### config.mk
export PLATFORM = sky130hd
export DESIGN_NAME = if_fetch
export DESIGN_NICKNAME = d
export VERILOG_FILES = /design/src/rtl/if_fetch_pkg.sv /design/src/rtl/if_fifo.sv /design/src/rtl/if_fetch.sv
export SDC_FILE = /design/constraint.sdc
export NUM_CORES = 1
export LEC_CHECK = 0
export BUFFER_PORTS_ARGS = -buffer_cell sky130_fd_sc_hd__clkbuf_2
export CAP_MARGIN = 40
export CORE_UTILIZATION = 35
export DETAILED_ROUTE_END_ITERATION = 10
export PLACE_DENSITY_LB_ADDON = 0.1
export SYNTH_ARGS = -nofsm -noshare
export SYNTH_HDL_FRONTEND = slang
export SYNTH_HIERARCHICAL = 1
export SYNTH_SLANG_ARGS = --single-unit
### constraint.sdc
create_clock -name clk -period 13.7 [get_ports clk]
set_clock_uncertainty 0.2 [all_clocks]
set_input_delay 0 -clock clk [delete_from_list [all_inputs] [get_ports clk]]
set_output_delay 0 -clock clk [all_outputs]
set_load 0.01 [all_outputs]
### src/rtl/if_fetch_pkg.sv
// Shared definitions for the ysyx22040228 instruction-fetch stage:
// bus widths, PC-register stall encodings, FSM states and the fetch-buffer entry.
package if_fetch_pkg;

    localparam int PC_W   = 64;
    localparam int INST_W = 32;

    // PC register control: START lets it advance, STOP makes it hold.
    localparam logic START = 1'b0;
    localparam logic STOP  = 1'b1;

    localparam logic [6:0] OPC_JAL = 7'b1101111;

    localparam logic [1:0] FIFO_DEPTH = 2'd2;

    typedef enum logic [1:0] {
        IDLE = 2'd0,
        REQ  = 2'd1,
        WAIT = 2'd2,
        DROP = 2'd3
    } fetch_state_e;

    typedef struct packed {
        logic [PC_W-1:0]   pc;
        logic [INST_W-1:0] inst;
        logic              err;
    } fetch_entry_t;

endpackage

### src/rtl/if_fifo.sv
// Two-entry registered {pc, inst, err} buffer between fetch and decode.
// A flush empties it on the same edge, overriding any push or pop.
module if_fifo
    import if_fetch_pkg::*;
(
    input  logic              clk,
    input  logic              rst,
    input  logic              flush,
    input  logic              push,
    input  logic [PC_W-1:0]   push_pc,
    input  logic [INST_W-1:0] push_inst,
    input  logic              push_err,
    input  logic              pop,
    output logic              valid,
    output logic [1:0]        count,
    output logic [PC_W-1:0]   head_pc,
    output logic [INST_W-1:0] head_inst,
    output logic              head_err
);

    fetch_entry_t entry_reg [2];
    logic         wr_ptr_reg;
    logic         rd_ptr_reg;
    logic [1:0]   count_reg;
    logic         do_push;
    logic         do_pop;

    assign do_pop  = pop && (count_reg != 2'd0) && !flush;
    // Push into a full buffer is legal only when the head leaves the same cycle.
    assign do_push = push && !flush && ((count_reg != FIFO_DEPTH) || do_pop);

    genvar gi;
    generate
        for (gi = 0; gi < 2; gi++) begin : g_entry
            always_ff @(posedge clk) begin
                if (rst) begin
                    entry_reg[gi] <= '0;
                end else if (do_push && (int'(wr_ptr_reg) == gi)) begin
                    entry_reg[gi] <= '{pc: push_pc, inst: push_inst, err: push_err};
                end
            end
        end
    endgenerate

    always_ff @(posedge clk) begin
        if (rst || flush) begin
            count_reg  <= 2'd0;
            wr_ptr_reg <= 1'b0;
            rd_ptr_reg <= 1'b0;
        end else begin
            if (do_push) begin
                wr_ptr_reg <= ~wr_ptr_reg;
            end
            if (do_pop) begin
                rd_ptr_reg <= ~rd_ptr_reg;
            end
            case ({do_push, do_pop})
                2'b10:   count_reg <= count_reg + 2'd1;
                2'b01:   count_reg <= count_reg - 2'd1;
                default: count_reg <= count_reg;
            endcase
        end
    end

    assign valid     = (count_reg != 2'd0);
    assign count     = count_reg;
    assign head_pc   = entry_reg[rd_ptr_reg].pc;
    assign head_inst = entry_reg[rd_ptr_reg].inst;
    assign head_err  = entry_reg[rd_ptr_reg].err;

endmodule

### src/rtl/if_fetch.sv
// Instruction fetch: one outstanding imem request, 2-entry buffer toward decode,
// stall/next-PC back to the PC register. Define YSYX22040228_IF_PREDECODE_EN for JAL prediction.
module if_fetch
    import if_fetch_pkg::*;
(
    input  logic              clk,
    input  logic              rst,
    input  logic [PC_W-1:0]   pc_i,
    input  logic              flush_i,
    output logic              pc_stall_o,
    output logic [PC_W-1:0]   static_pc_o,
    output logic              imem_req_valid_o,
    input  logic              imem_req_ready_i,
    output logic [PC_W-1:0]   imem_req_addr_o,
    input  logic              imem_rsp_valid_i,
    input  logic [INST_W-1:0] imem_rsp_data_i,
    input  logic              imem_rsp_err_i,
    output logic              id_valid_o,
    input  logic              id_ready_i,
    output logic [PC_W-1:0]   id_pc_o,
    output logic [INST_W-1:0] id_inst_o,
    output logic              id_err_o
);

    fetch_state_e    state_reg;
    fetch_state_e    state_next;
    logic [PC_W-1:0] addr_reg;
    logic [PC_W-1:0] addr_next;
    logic            kill_reg;
    logic            kill_next;
    logic [PC_W-1:0] static_pc_reg;
    logic [PC_W-1:0] pred_pc;
    logic            stall;
    logic            req_valid;
    logic            rsp_take;
    logic            id_pop;
    logic            slot_left;
    logic [1:0]      fifo_count;

    assign rsp_take = (state_reg == WAIT) && imem_rsp_valid_i && !flush_i;
    assign id_pop   = id_valid_o && id_ready_i;

    // After this push, is there still room for another fetch?
    assign slot_left = (fifo_count == 2'd0) || ((fifo_count == 2'd1) && id_pop);

`ifdef YSYX22040228_IF_PREDECODE_EN
    always_comb begin
        pred_pc = addr_reg + 64'd4;
        if (!imem_rsp_err_i && (imem_rsp_data_i[6:0] == OPC_JAL)) begin
            pred_pc = addr_reg + {{43{imem_rsp_data_i[31]}}, imem_rsp_data_i[31],
                                  imem_rsp_data_i[19:12], imem_rsp_data_i[20],
                                  imem_rsp_data_i[30:21], 1'b0};
        end
    end
`else
    assign pred_pc = addr_reg + 64'd4;
`endif

    always_comb begin
        state_next = state_reg;
        addr_next  = addr_reg;
        kill_next  = kill_reg;
        stall      = STOP;
        req_valid  = 1'b0;
        case (state_reg)
            IDLE: begin
                if (!flush_i && (fifo_count != FIFO_DEPTH)) begin
                    state_next = REQ;
                    addr_next  = pc_i;
                    kill_next  = 1'b0;
                end
            end
            REQ: begin
                req_valid = 1'b1;
                if (flush_i) begin
                    kill_next = 1'b1;
                end
                if (imem_req_ready_i) begin
                    state_next = (kill_reg || flush_i) ? DROP : WAIT;
                end
            end
            WAIT: begin
                if (imem_rsp_valid_i) begin
                    if (flush_i) begin
                        state_next = IDLE;
                    end else begin
                        stall = START;
                        if (slot_left) begin
                            // The PC register loads pred_pc on this same edge, so pc_i
                            // would only show it a cycle late; latch the value directly.
                            state_next = REQ;
                            addr_next  = pred_pc;
                            kill_next  = 1'b0;
                        end else begin
                            state_next = IDLE;
                        end
                    end
                end else if (flush_i) begin
                    state_next = DROP;
                end
            end
            DROP: begin
                if (imem_rsp_valid_i) begin
                    state_next = IDLE;
                end
            end
            default: state_next = IDLE;
        endcase
    end

    always_ff @(posedge clk) begin
        if (rst) begin
            state_reg     <= IDLE;
            addr_reg      <= '0;
            kill_reg      <= 1'b0;
            static_pc_reg <= '0;
        end else begin
            state_reg <= state_next;
            addr_reg  <= addr_next;
            kill_reg  <= kill_next;
            if (rsp_take) begin
                static_pc_reg <= pred_pc;
            end
        end
    end

    if_fifo u_fifo (
        .clk       (clk),
        .rst       (rst),
        .flush     (flush_i),
        .push      (rsp_take),
        .push_pc   (addr_reg),
        .push_inst (imem_rsp_data_i),
        .push_err  (imem_rsp_err_i),
        .pop       (id_ready_i),
        .valid     (id_valid_o),
        .count     (fifo_count),
        .head_pc   (id_pc_o),
        .head_inst (id_inst_o),
        .head_err  (id_err_o)
    );

    // The prediction is live in the push cycle and held afterwards.
    assign static_pc_o      = rsp_take ? pred_pc : static_pc_reg;
    assign pc_stall_o       = stall;
    assign imem_req_valid_o = req_valid;
    assign imem_req_addr_o  = addr_reg;

endmodule
# Word-level counts from Yosys, hierarchy flattened
# Memories as Yosys holds them, arrays and structs flattened. A register that Yosys moved wholly into a read port is not among the register bits.
# Cells that the tools add are included.
# W data, S select, Z words.
totals:
  regBits: 135
  mem_bits_rw: 194
  in_bits: 103
  output_inout_bits: 228
  word_cells: 93
  mem_count: 1
memory_table:
  columns: ["memory", "words", "word_bits", "read_ports", "rd_ports_with_merged_regs", "wr", "line_no", "source"]
  rows:
  - ["u_fifo.entry_reg", 2, 97, 1, 1, 2, "if_fifo.sv:21", "fetch_entry_t entry_reg [2];"]
classes:
  n_addsub: 3
  eq_ne: 15
  muxes: 38
  bitwise: 5
  reduce_logical: 24
ops:
  columns: ["operator", "count"]
  rows:
  - ["$mux W64", 5]
  - ["$mux W97", 2]
  - ["$pmux W64 S2", 1]
  - ["$add A64 B3 Y64 const B", 1]
  - ["$mux W1", 22]
  - ["$ne A2 B2 Y1 const B", 8]
  - ["$logic_and A1 B1 Y1", 10]
  - ["$mux W2", 5]
  - ["$pmux W2 S4", 1]
  - ["$eq A2 B1 Y1 const B", 3]
  - ["$eq A2 B2 Y1 const B", 3]
  - ["$reduce_and A6 Y1", 1]
  - ["$reduce_bool A2 Y1", 3]
  - ["$reduce_and A5 Y1", 1]
  - ["$logic_not A2 Y1", 2]
  - ["$logic_or A1 B1 Y1", 4]
  - ["$pmux W2 S2", 1]
  - ["$reduce_and A4 Y1", 1]
  - ["$ne A3 B3 Y1 const B", 1]
  - ["$not A1 Y1", 3]
  - ["$pmux W1 S3", 1]
  - ["$reduce_bool A3 Y1", 1]
  - ["$add A2 B1 Y2 const B", 1]
  - ["$or A1 B1 Y1", 2]
  - ["other kinds (2)", 2]

# Logic depth before layout (Yosys ltp)
depth:
  ltp_word: 10
  depth_mapped: 11
  mapped_depth_nobuf: 6

# Cells and area by module
# Netlist, hierarchy kept.
modules_own_cells:
  columns: ["module", "instances", "cells_each", "area_each_um2", "seq_area_each_um2"]
  rows:
  - ["if_fifo", 1, 657, 8794.7, 5925.7]
  - ["if_fetch", 1, 1102, 8269.2, 2622.5]

# Worst setup path after synthesis
# No wires, ideal clock.
synth_timing:
  path_kind: "register to register"
  from: "register state_reg[1]"
  to: "memory u_fifo/entry_reg[1][0] (netlist bit) (enable)"
  setup_time_ns: 0.472
  t_arrival_ns: 4.481
  t_required_ns: 13.028
  path_slack_ns: 8.547
  path_stages_with_launch: 11
  n_path_buf: 6
  synth_period_minus_slack_ns: 5.153
  cell_sequence: "dfxtp_1 clkbuf_1 nand4bb_1 inv_1 clkbuf_1 clkbuf_1 clkbuf_1 buf_2 nand4b_4 buf_6 nand2b_1"
synth_lines:
  columns: ["item", "line_no", "source"]
  rows:
  - ["start: declaration", "if_fetch.sv:25", "fetch_state_e state_reg;"]
  - ["start signal: assignment", "if_fetch.sv:118", "state_reg <= state_next;"]
  - ["end: declaration", "if_fifo.sv:21", null]

==> results.ini <==
[outcome]
outcome = finished, final reports clean

[setup_path]
worstPathArrival_ns = 4.44
timing.critical_path.slowest_stage_cell = nand2b_4
worstSetupPathType = reg -> reg
worstSetupEndpointType = flop
worstPathMaxFanout = 74
cpMostUsedCell = buf_4
cp_cell_sequence = buf_4 > nand4bb_1 > buf_4 > inv_4 > nand4b_4 > nand2b_4 > buf_4 > buf_12
cp-start-kind = flop
timing.critical_path.required_ns = 13.75
critical_path.max_stage_delay_ns = 0.65
path_delay_family = buffers and inverters
buffers_and_inverters_on_the_worst_path = 5

[power_and_ir_drop]
power_density_nw_per_um2 = 115.1
vdd_drop_max_mv = 0.07549
leakage_power_nw = 7.879
pwr-share-seq = 0.467
net-switching-power_w = 0.0006573
intPower_w = 0.001827
clock_network_fraction_of_total_power = 0.425
relative_contribution_of_combinational_cells_to_total_power = 0.108
p_sw_frac = 0.2646

[sta]
fmax_mhz = 227.5
finalMaxSlewViolations = 0
hold_viol = 0
timing.final.crit_share = 0.3209
setup_repair_after_global_routing_missed_its_margin = false
finalSetupViolCount = 0
finalWorstSetupSlack_ns = 9.304
worst_pin_slew_ns = 0.9006
post_layout_minimum_cycle_time_ns = 4.396
tns_ns = 0
worst_slew_margin_rel = 0.3941

[layout]
share_of_layout_cells_above_drive_strength_1 = 0.2574
layout.nets = 2237
commonest_cells_after_routing_fill_and_taps_aside = 329 x clkbuf_2, 319 x nor2_1, 194 x edfxtp_1, 134 x dfxtp_1, 114 x dlygate4sd3_1
final_common_cell = clkbuf_2
largest_register_ffs = 194
n_fill_cell = 4625
multiInputGateArea_um2 = 7795
syn2layout_area_growth_pct = 26.55
final-seq-area_um2 = 8553

[routing]
num_vias = 15110
totalWireLength_mm = 59.20
vias_per_cell = 5.433
first_iter_violations = 1328
drtAntennaViolNets = 0
avgRoutedWirePerCell_um = 21.30
drtPass1Iterations = 6
drc_errors = 0

[global_route]
grt_first_pass_wirelength_mm = 88.30
groute.usage.overall = 0.2326
antenna_found_initial = 1
first_global_vias = 14210
grt_overflow_total = 0
grt_start_max_net_pins = 96

[synthesis]
yosys_register_bits = 330
synth_top_area_cell = edfxtp_1
yosysWarningCount = 6
synth_xor_xnor_area_share = 0.01591
synthAdderAreaFrac = 0.0007332
synth-edff-count = 194
synth_area_leaders = edfxtp_1 34%, dfxtp_1 16%, nor2_1 7.0%, mux2_2 6.5%, nand2b_1 4.1%
mappedNetlistNets = 1863
yosys-mux-area-fraction = 0.07354
synth_largest_type_area_fraction = 0.3414
postSynth.topFlopCell = edfxtp_1
synth.lib_cells_used.distinct = 82
share_of_the_yosys_chip_area_belonging_to_registers = 0.5010
postSynthAreaPerCell_um2 = 9.701
syn_area_um2 = 17060
largest_family_of_logic_cells_by_synthesized_area = simple AND/OR/NAND/NOR gates
synth_compound_area_frac = 0.1189
synth_simple_gate_area_frac = 0.2452
async_set_reset_flop_share_out_of_synthesis = 0
syn-instance-count = 1759

[clocking]
cts_inserted_buffers = 41
cts-htree-levels = 2
clock_path_buffers = 3
postCtsHoldBufs = 114
cts.sink_count = 330
number_of_gates_resized_after_cts = 0
clk_transition_reported_paths_ns = 0.06
post-cts-setup-buffers = 0
clock_tree.root_cell = clkbuf_16
clk_latency_ns = 0.57
cts_tree = built

[floorplan]
die_area_um2 = 49640
io_pins = 331
core_um2 = 47950
initial_core_util = 0.3559
die_y_um = 222.8
num_rows = 80
die_w_um = 222.8

[placement]
placement_setup_slack_ns = 9.297
buffer_ports.inserted = 330
dp_hpwl_mm = 40.58
gpl.final_weighted_congestion = 0.8661

[hold_path]
hold_path_class = in -> reg

[flow_run]
timing.max_cap.violations = 0

[power groups by stage]
stage          Sequential [W]  Clock (W)  Combinational [W]
2_1_floorplan         0.00115          0           0.000145
3_3_place_gp          0.00118          0           0.000237
3_5_place_dp          0.00118          0           0.000243
4_1_cts               0.00116    0.00109           0.000270
5_1_grt               0.00116    0.00112           0.000291
6_report              0.00116    0.00106           0.000269
[worst reg2reg max path: stages (launching register included)]
cell,delay (ns)
dfxtp_2,0.31
buf_4,0.61
nand4bb_1,0.18
buf_4,0.27
inv_4,0.45
nand4b_4,0.57
nand2b_4,0.66
buf_4,0.49
buf_12,0.30
[metrics by stage]
step           total power [W]  cell area (µm²)  instances  utilization  hold slack, ns
6_report              0.002485            21590       2780       0.4504         0.07453
5_1_grt               0.002579            21590       2780       0.4504         0.08283
4_1_cts               0.002514            21590       2779       0.4503         0.04246
3_5_place_dp          0.001420            19160       2591       0.3996         0.04173
3_3_place_gp          0.001414            18990       2581       0.3961         0.04835
2_1_floorplan         0.001295            17060       1759            -         -0.1215
[cell usage after synthesis (9+ instances only)]
cell      count
a21oi_1      50
dfxtp_1     136
a211oi_1     28
or3_1        16
nor4_1       27
nor2_1      319
or4_1        14
clkbuf_1     89
nand3_1      50
nand4_1      39
a31o_2        9
nand2_1      98
o31ai_1      12
nand2b_1    112
inv_1        22
mux2i_1      14
nand3b_1     11
xnor2_1      15
nor3_1       51
a22oi_1      15
o221ai_1     10
and2_1       24
buf_6         9
buf_2        29
o21ai_0      68
mux2_2       99
xor2_1       16
o211ai_1     13
a311oi_1     17
edfxtp_1    194
a31oi_1      18
[final cells by class]
type,count,area share
tap,615,0.03563
multi-input combinational,1266,0.3610
antenna,1,0.0001159
timing repair buffer,472,0.1435
inverter,22,0.003940
sequential,330,0.3961
clock inverter,11,0.006026
clock buffer,63,0.05371
[cells by family after synthesis]
| group | after synthesis |
|---|---|
| flops | 330 |
| buf+inv | 163 |
| xor+xnor | 31 |
| mux | 113 |
| fa+ha+maj | 1 |
| compound gates | 296 |
| simple gates | 825 |
[layer usage]
metal	part of all wire	vias to the layer above	global-route usage	routed length, µm
met5	0	-	0	0
met4	0.030	0	0.08276	1768
met3	0.056	96	0.03253	3344
met2	0.46	540	0.3641	27190
met1	0.45	7299	0.3266	26900
li1	-	7170	-	-
[final timing paths]
| check | startpoint | to | slack, ns | cells after the start |
|---|---|---|---|---|
| setup / recovery | state_reg[1] | u_fifo/entry_reg[1][26] | 9.30 | 8 |
| hold / removal | pc_i[5] | imem_req_addr_o[5] | 0.07 | 4 |
| setup reg to reg | state_reg[1] | u_fifo/entry_reg[1][26] | 9.30 | 8 |
| hold reg to reg | static_pc_reg[3] | static_pc_reg[3] | 0.26 | 2 |
No activity file was read; power rests on OpenSTA's default activity.
